[src/rtl/mc_control.sv]
// ---------------------------------------------------------------------------
// mc_control -- multi-cycle MIPS-style control unit.
//
// Sequences each instruction through IF, ID, EX, MEM and WB as needed and
// drives the write enables and datapath selects of a shared datapath.
// Outputs are combinational from the current state and the instruction
// fields. The datapath has no intermediate registers, so the EX selects
// (ALUctr, ALUSrc, ExtOp, RegDst, MemtoReg) stay valid through MEM and WB,
// where the memory access and register write-back depend on them.
//
// Parameters:
//   ILLEGAL_NOP  1: undecoded op/func retires as a NOP after ID
//                0: undecoded op/func parks the FSM in ERR until reset
//
// Ports:
//   clk, rst        clock, synchronous active-high reset
//   op, func, Rt    instruction fields (Rt only used for REGIMM)
//   IRWr, PCWr, RegWr, MemWr               write enables
//   Branch, Jump, RegDst, ALUSrc,
//   MemtoReg, ExtOp                         datapath selects
//   ALUctr          ALU operation code
//   state           current state (IF=0 ID=1 EX=2 MEM=3 WB=4 ERR=7)
//   done            pulse in the final state of each instruction
//   illegal         pulse in ID for an undecoded instruction
// ---------------------------------------------------------------------------
module mc_control #(
    parameter bit ILLEGAL_NOP = 1'b1
) (
    input  logic       clk,
    input  logic       rst,
    input  logic [5:0] op,
    input  logic [5:0] func,
    input  logic [4:0] Rt,
    output logic       IRWr,
    output logic       PCWr,
    output logic       RegWr,
    output logic       MemWr,
    output logic       Branch,
    output logic       Jump,
    output logic       RegDst,
    output logic       ALUSrc,
    output logic       MemtoReg,
    output logic       ExtOp,
    output logic [4:0] ALUctr,
    output logic [2:0] state,
    output logic       done,
    output logic       illegal
);

    typedef enum logic [2:0] {
        S_IF  = 3'd0,
        S_ID  = 3'd1,
        S_EX  = 3'd2,
        S_MEM = 3'd3,
        S_WB  = 3'd4,
        S_ERR = 3'd7
    } state_t;

    typedef enum logic [3:0] {
        C_ILL, C_R, C_I, C_LW, C_SW, C_BR, C_J, C_JAL, C_JR
    } cls_t;

    state_t     state_reg;
    cls_t       cls;
    logic [4:0] dec_alu;
    logic       dec_ext;

    // Instruction decode: class, ALU code and immediate extension mode.
    always_comb begin
        cls     = C_ILL;
        dec_alu = 5'd0;
        dec_ext = 1'b0;
        case (op)
            6'h00: begin
                cls = C_R;
                if (func[5:3] == 3'b100) begin
                    // func 20..27 map straight onto ALU codes 0..7
                    dec_alu = {2'b00, func[2:0]};
                end else begin
                    case (func)
                        6'h2A:   dec_alu = 5'd8;
                        6'h2B:   dec_alu = 5'd9;
                        6'h00:   dec_alu = 5'd10;
                        6'h02:   dec_alu = 5'd11;
                        6'h03:   dec_alu = 5'd12;
                        6'h04:   dec_alu = 5'd14;
                        6'h06:   dec_alu = 5'd15;
                        6'h07:   dec_alu = 5'd16;
                        6'h08:   cls = C_JR;
                        default: cls = C_ILL;
                    endcase
                end
            end
            6'h01: begin
                // REGIMM: only bltz (Rt=0) and bgez (Rt=1) are decoded
                if (Rt == 5'd0 || Rt == 5'd1) begin
                    cls     = C_BR;
                    dec_alu = 5'd3;
                    dec_ext = 1'b1;
                end
            end
            6'h02: cls = C_J;
            6'h03: cls = C_JAL;
            6'h04, 6'h05: begin
                cls     = C_BR;
                dec_alu = 5'd3;
                dec_ext = 1'b1;
            end
            6'h08, 6'h09, 6'h0A, 6'h0B, 6'h0C, 6'h0D, 6'h0E, 6'h0F: begin
                cls = C_I;
                case (op[2:0])
                    3'd0:    begin dec_alu = 5'd0; dec_ext = 1'b1; end
                    3'd1:    begin dec_alu = 5'd1; dec_ext = 1'b1; end
                    3'd2:    begin dec_alu = 5'd8; dec_ext = 1'b1; end
                    3'd3:    begin dec_alu = 5'd9; dec_ext = 1'b1; end
                    3'd4:    dec_alu = 5'd4;
                    3'd5:    dec_alu = 5'd5;
                    3'd6:    dec_alu = 5'd6;
                    default: dec_alu = 5'd13;
                endcase
            end
            6'h23: begin
                cls     = C_LW;
                dec_alu = 5'd1;
                dec_ext = 1'b1;
            end
            6'h2B: begin
                cls     = C_SW;
                dec_alu = 5'd1;
                dec_ext = 1'b1;
            end
            default: cls = C_ILL;
        endcase
    end

    // State register and transitions.
    always_ff @(posedge clk) begin
        if (rst) begin
            state_reg <= S_IF;
        end else begin
            case (state_reg)
                S_IF: state_reg <= S_ID;
                S_ID: begin
                    case (cls)
                        C_J, C_JAL, C_JR: state_reg <= S_IF;
                        C_ILL:            state_reg <= ILLEGAL_NOP ? S_IF : S_ERR;
                        default:          state_reg <= S_EX;
                    endcase
                end
                S_EX: begin
                    case (cls)
                        C_BR:       state_reg <= S_IF;
                        C_LW, C_SW: state_reg <= S_MEM;
                        default:    state_reg <= S_WB;
                    endcase
                end
                S_MEM:   state_reg <= (cls == C_SW) ? S_IF : S_WB;
                S_WB:    state_reg <= S_IF;
                S_ERR:   state_reg <= S_ERR;
                default: state_reg <= S_IF;  // unused encodings recover
            endcase
        end
    end

    logic ir_wr, pc_wr, reg_wr, mem_wr, illegal_ind;
    logic branch_sel, jump_sel, reg_dst, alu_src, mem_to_reg, ext_op;
    logic [4:0] alu_ctr;

    always_comb begin
        ir_wr       = 1'b0;
        pc_wr       = 1'b0;
        reg_wr      = 1'b0;
        mem_wr      = 1'b0;
        illegal_ind = 1'b0;
        branch_sel  = 1'b0;
        jump_sel    = 1'b0;
        reg_dst     = 1'b0;
        alu_src     = 1'b0;
        mem_to_reg  = 1'b0;
        ext_op      = 1'b0;
        alu_ctr     = 5'd0;
        case (state_reg)
            S_IF: ir_wr = 1'b1;
            S_ID: begin
                if (cls == C_J || cls == C_JAL || cls == C_JR) begin
                    jump_sel = 1'b1;
                    pc_wr    = 1'b1;
                    reg_wr   = (cls == C_JAL);
                end
                if (cls == C_ILL) begin
                    illegal_ind = 1'b1;
                    pc_wr       = ILLEGAL_NOP;  // NOP retires here
                end
            end
            S_EX, S_MEM, S_WB: begin
                alu_ctr    = dec_alu;
                alu_src    = (cls == C_I) || (cls == C_LW) || (cls == C_SW);
                ext_op     = dec_ext;
                reg_dst    = (cls == C_R);
                mem_to_reg = (cls == C_LW);
                if (state_reg == S_EX && cls == C_BR) begin
                    branch_sel = 1'b1;
                    pc_wr      = 1'b1;
                end
                if (state_reg == S_MEM && cls == C_SW) begin
                    mem_wr = 1'b1;
                    pc_wr  = 1'b1;
                end
                if (state_reg == S_WB) begin
                    reg_wr = 1'b1;
                    pc_wr  = 1'b1;
                end
            end
            default: ;  // ERR and unused encodings drive nothing
        endcase
    end

    // Reset masks every side effect immediately, even before the state
    // register has been forced back to IF.
    assign IRWr     = ir_wr & ~rst;
    assign PCWr     = pc_wr & ~rst;
    assign RegWr    = reg_wr & ~rst;
    assign MemWr    = mem_wr & ~rst;
    assign done     = pc_wr & ~rst;
    assign illegal  = illegal_ind & ~rst;
    assign Branch   = branch_sel;
    assign Jump     = jump_sel;
    assign RegDst   = reg_dst;
    assign ALUSrc   = alu_src;
    assign MemtoReg = mem_to_reg;
    assign ExtOp    = ext_op;
    assign ALUctr   = alu_ctr;
    assign state    = state_reg;

endmodule

[config.mk]
export PLATFORM = sky130hd
export DESIGN_NAME = mc_control
export DESIGN_NICKNAME = d
export VERILOG_FILES = /design/src/rtl/mc_control.sv
export SDC_FILE = /design/constraint.sdc
export NUM_CORES = 1
export LEC_CHECK = 0
export ABC_AREA = 0
export CAP_MARGIN = 40
export CELL_PAD_IN_SITES_DETAIL_PLACEMENT = 2
export CELL_PAD_IN_SITES_GLOBAL_PLACEMENT = 2
export CORE_ASPECT_RATIO = 1.1
export CORE_MARGIN = 2
export CORE_UTILIZATION = 19
export DETAILED_ROUTE_END_ITERATION = 16
export PLACE_DENSITY_LB_ADDON = 0.1
export RECOVER_POWER = 50
export SYNTH_ARGS = -nofsm -noshare
export SYNTH_HDL_FRONTEND = slang
export SYNTH_SLANG_ARGS = --single-unit
[constraint.sdc]
create_clock -name clk -period 2.43 [get_ports clk]
set_input_delay 0.6075 -clock clk [delete_from_list [all_inputs] [get_ports clk]]
set_output_delay 0.6075 -clock clk [all_outputs]
set_load 0.01 [all_outputs]
==> results of run 1 <==
## worst max-delay path by stage
stage	from	to	slack [ns]	cells past startpoint
after floorplan	op[3]	done	0.003	7
after global placement	op[1]	RegWr	-1.03	7
after detailed placement	op[1]	ALUctr[0]	-1.10	8
after CTS	op[1]	done	-0.18	8
after global routing	op[3]	RegWr	-0.27	8
final	op[3]	RegWr	-0.20	8
## synth_stat cells (all sizes together), types with 2 or more instances
cell type	number
and2	2
a211oi	3
nand2	16
o21bai	4
o21ai	9
nand3	4
nand2b	5
a221oi	2
clkbuf	4
a31oi	3
nor2	18
o32ai	2
or2	2
buf	6
nor4	4
a21oi	8
or3	3
inv	5
or4	3
dfxtp	3
a21boi	2
nor2b	6
nor3	5
nand4b	2
## per-stage QoR
step	utilization	hold WS (ns)	TNS, ns
floorplan	-	0.648	0
global route	0.497	0.596	-2.44
CTS	0.454	0.601	-0.713
finish	0.497	0.585	-1.63
global placement	0.364	0.517	-15.08
detailed placement	0.364	0.580	-15.98
## metal layers
layer | track usage | wire [µm]
met1 | 0.252 | 2680
met2 | 0.472 | 3570
met3 | 0.0304 | 189
met4 | 0.0240 | 148
met5 | 0 | 0
## repair_timing
item | in CTS | in global routing
gates cloned | 1 | 0
pin swaps | 28 | 27
endpoints found under the setup margin | 18 | 16
setup buffers | 15 | 7
resized for setup | 187 | 55
## power by group through the flow
stage	combinational [mW]	sequential (mW)	clock, mW
floorplan	0.0975	0.0560	0
global placement	0.213	0.0554	0
detailed placement	0.222	0.0558	0
CTS	0.286	0.0552	0.153
global route	0.351	0.0556	0.156
finish	0.332	0.0555	0.147
## cell type report
type,count,share of cell area
multi-input combinational,119,0.521
inverter,5,0.00823
timing repair buffer,108,0.394
tap,56,0.0307
sequential,3,0.0263
clock buffer,4,0.0197
## worst reg2reg max path, delay by kind of cell (launching register included)
| family | cells | cell delay (ns) |
|---|---|---|
| simple gates | 3 | 0.54 |
| compound gates | 1 | 0.14 |
| buf+inv | 2 | 0.35 |
| flops | 1 | 0.33 |
## cell families (layout without fill, tap and decap cells)
logic type / after synthesis / count (layout) / synth area share
muxes: 1 / 1 / 0.0112
buffers and inverters: 15 / 117 / 0.0926
DFF: 3 / 3 / 0.0673
and+or+nand+nor: 75 / 75 / 0.468
AOI/OAI and AO/OA: 43 / 43 / 0.360
==> flow_summary.toml, run 1 <==
[outcome]
outcome = "complete, but fails checks"
violations = "setup timing"

[power]
finalPower_mw = 0.534
p_sw_mw = 0.206
seqPwrFrac = 0.104
power_density_nw_per_um2 = 234
ir_drop_mv = 0.180
power_frac_clock = 0.275
intPower_mw = 0.328
p_leak_nw = 0.987
power_frac_comb = 0.621
p_sw_frac = 0.385

[synthesis]
async_flop_share = 0
synth_ff_type = "dfxtp_1"
ys.warnings.count = 0
syn_inst = 137
synth.distinct_cells = 53
synth_nets = 156
seq_area_frac_synth = 0.0673
synth.avg_cell_area_um2 = 6.51
yosysTopAreaCellShare = 0.0757
syn_area_um2 = 892
yosys.area.top_type = "nor2_1"
netlist_top_cells_area = "nor2_1 7.6%, dfxtp_1 6.7%, nand2_1 6.3%"
synth_enable_flop_cells = 0
ys_ff_latch = 3

[global_route]
antenna_found_initial = 0
grt_pass1_wl_um = 9270
first_global_vias = 1698
grt-ovfl-total = 0
grt.total_usage = 0.225
grt_max_degree = 12

[min_path]
min_to = "state[2]"
holdCritStartpoint = "state[0]"
hold_path_class = "flip-flop to flip-flop"
hold-path-cell-count = 2

[timing]
fin_crit_ns = 2.63
setup_slack_ns = -0.201
rsz0062_at_grt = "true"
relSlewSlack = 0.713
final_max_slew_viol_count = 0
tightest_slew_ns = 0.431
finalClockSkew_ns = 0.000863
hold_viol_final = 0
clock.fmax_ghz = 0.380
fin_crit_sh = 1.08
setup_viol_count_final = 14

[setup_path]
critical_path_buf_inv_count = 4
crit_slowest_cell = "a221oi_4"
cpPeakStageDelay_ns = 0.36
reg2reg_to = "state[1]"
end_kind = "output port"
reg2reg_depth = 6
worstSetupStartpointType = "primary input"
critPathMaxFanout = 4
crit_required_ns = 1.82
critPathKind = "primary input to output port"
reg2reg_from = "state[2]"
critPathTopFamily = "compound AO/OA/AOI/OAI gates"
rrSetupSlack_ns = 1.01
worstPathCellList = "buf_8 > buf_6 > buf_12 > nand2b_4 > a221oi_4 > nand2_2 > o32ai_4 > buf_2"
arrival_ns = 2.02

[finish]
seqCellArea_um2 = 60.1
final_common_cell = "buf_4"
largest_register_ffs = 3
syn_to_final_growth_pct = 156
multi_input_area_um2 = 1190
num-nets-final = 259
final_cells = 295
diodes = 0
drive_above_1_share = 0.728
fill_cells = 495
fin_area_um2 = 2280
layout_common_cells = "52 x buf_4, 19 x buf_6, 17 x buf_2"

[die]
dieArea_um2 = 5260
io_pins = 39
start_util = 0.194
die_h_um = 75.9
core_um2 = 4590
rows = 26
die_x_um = 69.3

[clock_tree]
cts.sinks = 3
clock_path_buffers = 2
cts_buffers = 3
clk_pin_slew_worst_paths_ns = 0.03
cts_tree = "yes"
root_buffer = "clkbuf_8"
h-tree-depth = 1
clock_latency_ns = 0.22
cts_hold_buf = 0

[place]
placed_area_um2 = 1670
dp_hpwl_um = 3640
io_buffers = 37
gp_congestion = 0.816
dp_cells = 269
dp_slack_ns = -1.10

[drt]
drtAntennaViolNets = 0
drt-total-wl_um = 6580
drt_iter0_markers = 24
vias_per_cell = 5.20
post-route-drc-count = 0
routedWlPerCell_um = 22.3
first_pass_iters = 4
num_vias = 1533

[run]
maxCapViolations = 0
Note: power is estimated with default switching activity, not from simulation.
==> inputs of run 2 (changes only) <==
--- a/config.mk
+++ b/config.mk
@@ -5,11 +5,10 @@
 export SDC_FILE = /design/constraint.sdc
 export NUM_CORES = 1
 export LEC_CHECK = 0
-export ABC_AREA = 0
 export CAP_MARGIN = 40
 export CELL_PAD_IN_SITES_DETAIL_PLACEMENT = 2
 export CELL_PAD_IN_SITES_GLOBAL_PLACEMENT = 2
-export CORE_ASPECT_RATIO = 1.1
+export CORE_ASPECT_RATIO = 0.75
 export CORE_MARGIN = 2
 export CORE_UTILIZATION = 19
 export DETAILED_ROUTE_END_ITERATION = 16
==> flow_summary.toml, run 2 (synthesized netlist as in run 1, its figures left out) <==
[outcome]
violations = "setup timing"
outcome = "complete, but fails checks"

[power]
finalPower_mw = 0.556
power_density_nw_per_um2 = 236
ir_drop_mv = 0.197
p_leak_nw = 0.984

[drt]
drt_iter0_markers = 69
vias_per_cell = 5.28
post-route-drc-count = 0
drtAntennaViolNets = 0
first_pass_iters = 4
drt-total-wl_um = 7650
num_vias = 1594
routedWlPerCell_um = 25.3

[die]
rows = 21
io_pins = 39
start_util = 0.199
die_h_um = 63.3
die_x_um = 83.1
core_um2 = 4490
dieArea_um2 = 5260

[setup_path]
crit_required_ns = 1.82
startpoint = "op[3]"
critPathKind = "primary input to output port"
critPathMaxFanout = 6
worstSetupStartpointType = "primary input"
reg2reg_from = "state[1]"
arrival_ns = 2.05
end_kind = "output port"

[clock_tree]
root_buffer = "clkbuf_8"
cts_hold_buf = 0
cts_buffers = 3
clock_latency_ns = 0.22
clock_path_buffers = 2
h-tree-depth = 1
clk_pin_slew_worst_paths_ns = 0.04
cts.sinks = 3
cts_tree = "yes"

[finish]
largest_register_ffs = 3
num-nets-final = 264
layout_common_cells = "59 x buf_4, 21 x buf_6, 16 x buf_2"
final_common_cell = "buf_4"
drive_above_1_share = 0.742
syn_to_final_growth_pct = 164

[run]
maxCapViolations = 0

[timing]
setup_slack_ns = -0.225
fin_crit_sh = 1.09
fin_crit_ns = 2.65
hold_slack_ns = 0.697
clock.fmax_ghz = 0.377
setup_viol_count_final = 14
hold_viol_final = 0
tns_ns = -1.68
finalClockSkew_ns = 0.00703
rsz0062_at_grt = "true"
relSlewSlack = 0.740
final_max_slew_viol_count = 0
tightest_slew_ns = 0.389

[global_route]
grt-ovfl-total = 0
first_global_vias = 1743
grt_pass1_wl_um = 10500
antenna_found_initial = 1
grt.total_usage = 0.258
grt_max_degree = 13

[min_path]
holdCritStartpoint = "state[0]"
hold_path_class = "flip-flop to flip-flop"

[place]
io_buffers = 37
dp_slack_ns = -1.08
dp_hpwl_um = 3660
gp_congestion = 0.814
run 2: path summary, 6_finish.rpt:
check | to | cells past startpoint | slack, ns
setup / recovery | RegWr | 7 | -0.22
hold / removal | state[2] | 3 | 0.70
setup reg to reg | state[2] | 4 | 1.03
hold reg to reg | state[2] | 3 | 0.70
run 2: critical path, cell delays in order:
cell      delay [ns]
buf_8           0.10
buf_8           0.12
nand2b_1        0.20
a221oi_4        0.40
nand2_2         0.12
o32ai_4         0.30
buf_2           0.18
run 2: layout make-up:
cell class                      count  area, µm²
Fill cell                         461       2140
Multi-Input combinational cell    119       1220
Timing Repair Buffer              113        936
Tap cell                           57       71.3
Sequential cell                     3       60.1
Clock buffer                        4       45.0
Inverter                            5       21.3
Antenna cell                        1       2.50
run 2: per-layer routing:
metal / track usage / up-vias / wire length, µm
li1: - / 724 / -
met2: 0.500 / 56 / 3960
met1: 0.309 / 791 / 3060
met4: 0.0430 / 0 / 278
met5: 0 / - / 0
met3: 0.0301 / 23 / 350
run 2: power by group:
part           internal (mW)  switching (mW)  total, mW
Sequential            0.0523         0.00365     0.0560
Combinational          0.167           0.181      0.348
Clock                  0.112          0.0392      0.152
run 2: timing repair:
| action | in CTS | in global routing |
|---|---|---|
| cloned | 2 | 0 |
| pin swaps | 29 | 20 |
| setup buffers | 24 | 6 |
| gates resized for setup | 200 | 46 |
| endpoints found under the setup margin | 17 | 16 |
run 2: through the flow:
step | instances | utilization | area [µm²]
after floorplan | 137 | - | 945
after detailed placement | 265 | 0.363 | 1630
after CTS | 295 | 0.475 | 2140
after global placement | 265 | 0.363 | 1630
after global routing | 302 | 0.525 | 2360
final | 302 | 0.525 | 2360
